===== src/rtl/bcd7_scan.sv =====
// Multiplexed common-anode 7-segment driver: load-strobed shadow register, refresh scan,
// BCD/hex decode, per-digit enables and decimal points. Optional macro: BCD7_SCAN_LZ_BLANK_EN.
module bcd7_scan #(
  parameter int NUM_DIGITS  = 4,
  parameter int REFRESH_DIV = 100000,
  parameter int HEX_MODE    = 0
) (
  input  logic                    clk,
  input  logic                    rst,
  input  logic                    en,
  input  logic                    load,
  input  logic [4*NUM_DIGITS-1:0] in,
  input  logic [NUM_DIGITS-1:0]   digit_en,
  input  logic [NUM_DIGITS-1:0]   dp_in,
  output logic [6:0]              out,
  output logic                    dp,
  output logic [NUM_DIGITS-1:0]   an,
  output logic                    frame_tick
);

  localparam int CW = $clog2(REFRESH_DIV);
  localparam int IW = (NUM_DIGITS > 1) ? $clog2(NUM_DIGITS) : 1;
  localparam logic [CW-1:0] CNT_LAST = CW'(REFRESH_DIV - 1);
  localparam logic [IW-1:0] IDX_LAST = IW'(NUM_DIGITS - 1);

  logic [CW-1:0]           cnt;
  logic [IW-1:0]           idx;
  logic [4*NUM_DIGITS-1:0] sh_val;
  logic [NUM_DIGITS-1:0]   sh_en;
  logic [NUM_DIGITS-1:0]   sh_dp;
  logic [NUM_DIGITS-1:0]   lz;

  logic                    cnt_wrap;
  logic [3:0]              sel_nib;
  logic                    sel_en;
  logic                    sel_dp;
  logic                    sel_lz;
  logic                    show;

  function automatic logic [6:0] seg_decode(input logic [3:0] v);
    logic [6:0] s;
    case (v)
      4'h0:    s = 7'b1000000;
      4'h1:    s = 7'b1111001;
      4'h2:    s = 7'b0100100;
      4'h3:    s = 7'b0110000;
      4'h4:    s = 7'b0011001;
      4'h5:    s = 7'b0010010;
      4'h6:    s = 7'b0000010;
      4'h7:    s = 7'b1111000;
      4'h8:    s = 7'b0000000;
      4'h9:    s = 7'b0011000;
      4'hA:    s = 7'b0001000;
      4'hB:    s = 7'b0000011;
      4'hC:    s = 7'b1000110;
      4'hD:    s = 7'b0100001;
      4'hE:    s = 7'b0000110;
      default: s = 7'b0001110;
    endcase
    // In BCD mode the non-decimal codes show a lone dash (segment g).
    if (HEX_MODE == 0 && v > 4'd9) s = 7'b0111111;
    return s;
  endfunction

`ifdef BCD7_SCAN_LZ_BLANK_EN
  logic above_zero;

  // Walk from the leftmost digit down; disabled digits do not stop suppression.
  always_comb begin
    above_zero = 1'b1;
    lz         = '0;
    for (int k = NUM_DIGITS - 1; k >= 0; k--) begin
      if (k > 0)
        lz[k] = above_zero && (sh_val[4*k +: 4] == 4'h0) && !sh_dp[k];
      above_zero = above_zero && (!sh_en[k] || (sh_val[4*k +: 4] == 4'h0));
    end
  end
`else
  assign lz = '0;
`endif

  assign cnt_wrap = (cnt == CNT_LAST);

  always_comb begin
    sel_nib = 4'h0;
    sel_en  = 1'b0;
    sel_dp  = 1'b0;
    sel_lz  = 1'b0;
    for (int k = 0; k < NUM_DIGITS; k++) begin
      if (idx == IW'(k)) begin
        sel_nib = sh_val[4*k +: 4];
        sel_en  = sh_en[k];
        sel_dp  = sh_dp[k];
        sel_lz  = lz[k];
      end
    end
    show = en && sel_en && !sel_lz;
  end

  always_ff @(posedge clk) begin
    if (rst) begin
      cnt        <= '0;
      idx        <= '0;
      sh_val     <= '0;
      sh_en      <= '0;
      sh_dp      <= '0;
      out        <= 7'b1111111;
      dp         <= 1'b1;
      an         <= '1;
      frame_tick <= 1'b0;
    end else begin
      if (cnt_wrap) begin
        cnt <= '0;
        idx <= (idx == IDX_LAST) ? '0 : idx + 1'b1;
      end else begin
        cnt <= cnt + 1'b1;
      end
      if (load) begin
        sh_val <= in;
        sh_en  <= digit_en;
        sh_dp  <= dp_in;
      end
      // Outputs come from the pre-edge shadow and index, so a load never tears a digit.
      out        <= show ? seg_decode(sel_nib) : 7'b1111111;
      dp         <= show ? ~sel_dp : 1'b1;
      an         <= show ? ~(NUM_DIGITS'(1) << idx) : '1;
      frame_tick <= cnt_wrap && (idx == IDX_LAST);
    end
  end

endmodule


===== config.mk =====
export PLATFORM = sky130hd
export DESIGN_NAME = bcd7_scan
export DESIGN_NICKNAME = d
export VERILOG_FILES = /design/src/rtl/bcd7_scan.sv
export SDC_FILE = /design/constraint.sdc
export NUM_CORES = 1
export LEC_CHECK = 0
export CAP_MARGIN = 20
export CELL_PAD_IN_SITES_DETAIL_PLACEMENT = 0
export CELL_PAD_IN_SITES_GLOBAL_PLACEMENT = 1
export CORE_ASPECT_RATIO = 1.75
export CORE_MARGIN = 10
export CORE_UTILIZATION = 25
export DETAILED_ROUTE_END_ITERATION = 8
export DONT_BUFFER_PORTS = 1
export PLACE_DENSITY_LB_ADDON = 0.1
export SLEW_MARGIN = 5
export SYNTH_ARGS = -nofsm -noshare
export SYNTH_HDL_FRONTEND = slang
export SYNTH_SLANG_ARGS = --single-unit

===== constraint.sdc =====
create_clock -name clk -period 6 [get_ports clk]
set_clock_uncertainty 0.15 [all_clocks]
set_input_delay 1.5 -clock clk [delete_from_list [all_inputs] [get_ports clk]]
set_output_delay 1.5 -clock clk [all_outputs]
set_load 0.03 [all_outputs]

Word level (Yosys, flattened, before mapping)
Memory sizes are Yosys's and may differ from the RTL's.
Index checks and enable logic that the tools add are counted.
Widths: inputs -> output; s select.
{"block": "classes", "addsub": 2, "magnitude_cmp": 1, "n_eq_ne": 4, "n_shift": 1, "muxes": 14, "bitwise": 3, "n_reduce_logical": 6}
{"op": "$add 17x1->17 const B", "n": 1}
{"op": "$eq 17x17->1 const B", "n": 1}
{"op": "$mux 4", "n": 4}
{"op": "$mux 1", "n": 8}
{"op": "$mux 7", "n": 1}
{"op": "$eq 2x2->1 const B", "n": 2}
{"op": "$gt 4x4->1 const B", "n": 1}
{"op": "$not 4->4", "n": 1}
{"op": "$reduce_or 2->1", "n": 2}
{"op": "$shl 1x2->4 const A", "n": 1}
{"op": "$reduce_or 3->1", "n": 1}
{"op": "$add 2x1->2 const B", "n": 1}
{"op": "$eq 2x1->1 const B", "n": 1}
{"op": "$logic_and 1x1->1", "n": 2}
{"op": "$logic_not 2->1", "n": 1}
{"op": "$mux 2", "n": 1}
{"op": "$not 1->1", "n": 2}
{"block": "totals", "regBits": 56, "romBits": 112, "input_bits": 28, "out_inout_bits": 13, "word_cells": 42, "memories": 1}
{"memory": "(name not given)", "depth": 16, "word_bits": 7, "read_ports": 1, "rd_ports_with_merged_regs": 0, "write_ports": 0, "line_no": "42", "source": "case (v)"}

Logic depth before layout (Yosys ltp)
{"block": "logic_depth", "depth_word": 8, "ltp_mapped": 11, "ltp_nobuf": 10}

Worst setup path before layout
Ideal clock, no wire load.
{"block": "synth_timing", "path_type": "input to register", "from": "input en", "to": "register out[3]", "setup_ns": 0.128, "arrival_ns": 2.342, "t_required_ns": 5.722, "path_slack_ns": 3.381, "cell_stages": 6, "path_buffers": 1, "cell_sequence": "nor2b_1 > o311ai_1 > a31oi_1 > buf_2 > nor4b_1 > a31oi_1"}
{"block": "synth_via", "elab_chain_cells": 3}
{"element": "start: declaration", "line_no": "10", "source": "input logic en,"}
{"element": "$logic_and 1x1->1", "line_no": "97", "source": "show = en && sel_en && !sel_lz;"}
{"element": "$not 1->1 (no line)"}
{"element": "$reduce_or 3->1 (no line)"}
{"element": "end signal: assignment", "line_no": "124", "source": "out <= show ? seg_decode(sel_nib) : 7'b1111111;"}
{"element": "end: declaration", "line_no": "15", "source": "output logic [6:0] out,"}
Every way passes these cells.
A chain may end at the register's enable or synchronous reset.

Worst setup path after layout
{"block": "layout_timing", "from": "input en", "to": "register out[1]"}
Same word-level chain as after synthesis.

==> flow_summary.toml <==
[timing]
hold_slack_ns = 0.294
fin_crit_ns = 3.10
rsz0062_at_grt = "no"
finalSetupViolCount = 0
worstMarginPinSlew_ns = 1.00
finalMaxSlewViolations = 0
setup_tns_ns = 0
fmax_ghz = 0.323
relSlewSlack = 0.329
hold_viol_final = 0
finalCritPeriodShare = 0.516

[drt]
postRouteAntennaNets = 0
dr_total_vias = 1676
drc = 0
firstDrtPassIters = 4
drt-initial-drc-count = 47
post_drt_wl_per_cell_um = 15.8
via_per_inst = 4.33
routed_wirelength_um = 6130

[clocking]
cts_buffers = 5
path_clk_slew_ns = 0.07
cts_tree = "built"
cts_root_buf = "clkbuf_16"
clk_path_buf_depth = 2
cts_resized = 0
cts.sinks = 56
cts_setup_buffers = 0
cts_hold_buffers = 0
clock_latency_ns = 0.29
ctsHtreeMaxLevel = 2

[floorplanning]
die_y_um = 153
die_w_um = 96.0
core_um2 = 9910
start_util = 0.255
dieArea_um2 = 14700
rows = 48
ioPinCount = 41

[global_routing]
grt_overflow_total = 0
grt_util_met3 = 0.0245
grt_usage = 0.0883
grt_pass1_vias = 1741
grt.met2_usage = 0.155
grt_start_max_net_pins = 31
grt_use_met1 = 0.0936
antenna_found_initial = 0
grt_pass1_wl_um = 9930
top_usage_layer = "met2"

[layout]
post-route-util = 0.278
final_area_um2 = 2750
antenna_cells = 0
fin_nets = 300
syn_to_final_growth_pct = 8.91
layout-drive-gt1-share = 0.0611

[synth]
ys_top_cells_by_count = "dfxtp_1 (56), nor2_1 (50), mux2i_1 (29)"
synth_seq_cells = 56
netlist_instances = 266
netlist_area_um2 = 2530
synth_edf_count = 0
synth_top_area_frac = 0.443
synth_area_leaders = "dfxtp_1 (44%), mux2i_1 (11%), nor2_1 (7.4%), ha_1 (5.4%), xor2_1 (3.8%)"
async_reset_ff_frac = 0
synthFlopType = "dfxtp_1"
yosysSeqAreaShare = 0.443
synth_cell_types = 44
synth_area_leader_cell = "dfxtp_1"
syn_nets = 305
avgSynthCellArea_um2 = 9.51
synth_warnings = 0
yosysMostFrequentCell = "dfxtp_1"

[setup_path]
cpLargestDelayFamily = "compound AO/OA/AOI/OAI gates"
crit_slowest_cell = "a31oi_1"
worstPathRequired_ns = 6.03
cp_slowest_stage_delay_ns = 0.77
critPathCaptureType = "register"
cp-start-kind = "input pin"
r2r_cells = 8
cp-endpoint = "out[1]"
worstSetupPathDepth = 5
reg2reg_from = "idx[0]"
ff2ff_setup_slack_ns = 3.04
worstSetupPathType = "input pin to register"
crit_chain = "nor2b_1 > o311ai_1 > a31oi_1 > o21ai_1 > a311o_1"
critical_path_arrival_ns = 3.13
r2r_end = "out[1]"
critPathMaxFanout = 11
crit_start = "en"
path_buf_inv = 0

[run]
max-cap-violations = 0

[power]
power_w = 0.000732
leakagePower_nw = 1.10
power_density_nw_per_um2 = 266
vdd_drop_max_uv = 124

[place]
place_area_um2 = 2600
hpwl_um = 4670
gp_congestion = 0.703
port_buffers = 0

[status]
status = "complete, no violations"

[min_path]
hold_path.class = "register to register"
[worst register-to-register path: cells and delay by family (launching register included)]
kind | cells | cell delay, ns
fa+ha+maj | 2 | 0.72
flops | 1 | 0.35
compound gates | 4 | 1.41
buf+inv | 2 | 0.23
[logic make-up after synthesis]
| family | count (synthesis) | synth area share |
|---|---|---|
| adders and majority gates | 11 | 0.0544 |
| AOI/OAI and AO/OA | 24 | 0.0703 |
| muxes | 29 | 0.115 |
| buffers and inverters | 20 | 0.0440 |
| xor gates and xnor gates | 15 | 0.0520 |
| and+or+nand+nor | 111 | 0.221 |
| DFF | 56 | 0.443 |
[report_power, final]
group          switching [W]  total [W]  internal [W]
sequential        0.00000960   0.000394      0.000384
clock               0.000129   0.000295      0.000167
combinational      0.0000219  0.0000433     0.0000214
total               0.000160   0.000732      0.000572
[routing by layer]
layer | part of all wire | up-vias
met2 | 0.55 | 21
met5 | 0 | -
met3 | 0.043 | 6
met4 | 0.020 | 0
li1 | - | 887
met1 | 0.39 | 762
[metrics by stage]
| stage | setup slack (ns) | cells |
|---|---|---|
| 2_1_floorplan | 3.38 | 266 |
| 3_3_place_gp | 2.56 | 379 |
| 3_5_place_dp | 2.58 | 379 |
| 4_1_cts | 2.90 | 387 |
| 5_1_grt | 2.72 | 387 |
| 6_report | 2.90 | 387 |
[registers in the layout, indices dropped and copies added (netlist names)]
| register | count |
|---|---|
| idx | 2 |
| cnt | 17 |
| out | 7 |
| frame_tick | 1 |
| sh_en | 4 |
| sh_val | 16 |
| dp | 1 |
| an | 4 |
| sh_dp | 4 |
[layout by cell type, fill, tap and decap left out, drive strengths merged, types with 2 or more instances in the layout]
master / synthesis / routed
clkbuf: 4 / 7
nor2b: 4 / 4
inv: 8 / 8
ha: 11 / 11
nor4b: 3 / 3
o311ai: 2 / 2
nand2: 23 / 23
mux2i: 29 / 29
and4: 2 / 2
nor3b: 3 / 3
nand2b: 2 / 2
a21oi: 4 / 4
nand3b: 5 / 5
nand3: 6 / 6
a311o: 4 / 4
and3: 3 / 3
a31oi: 3 / 3
o21ai: 4 / 4
xnor2: 4 / 4
nand4: 3 / 3
nor2: 50 / 50
or2: 2 / 2
dfxtp: 56 / 56
xor2: 11 / 11
[final cells by class]
| cell class | count | area [um2] |
|---|---|---|
| Multi-Input combinational cell | 190 | 1300 |
| Sequential cell | 56 | 1120 |
| Tap cell | 125 | 156 |
| Fill cell | 1101 | 7160 |
| Clock inverter | 1 | 7.51 |
| Inverter | 8 | 30.0 |
| Clock buffer | 7 | 143 |
[worst min path at each step]
stage / startpoint / endpoint / depth (start not counted)
after floorplan: cnt[0] / cnt[0] / 1
after global routing: cnt[0] / cnt[0] / 1
after detailed placement: cnt[0] / cnt[0] / 1
after global placement: cnt[0] / cnt[0] / 1
after CTS: cnt[0] / cnt[0] / 1
final: cnt[0] / cnt[0] / 1
Power figures use the tool's default switching activity.
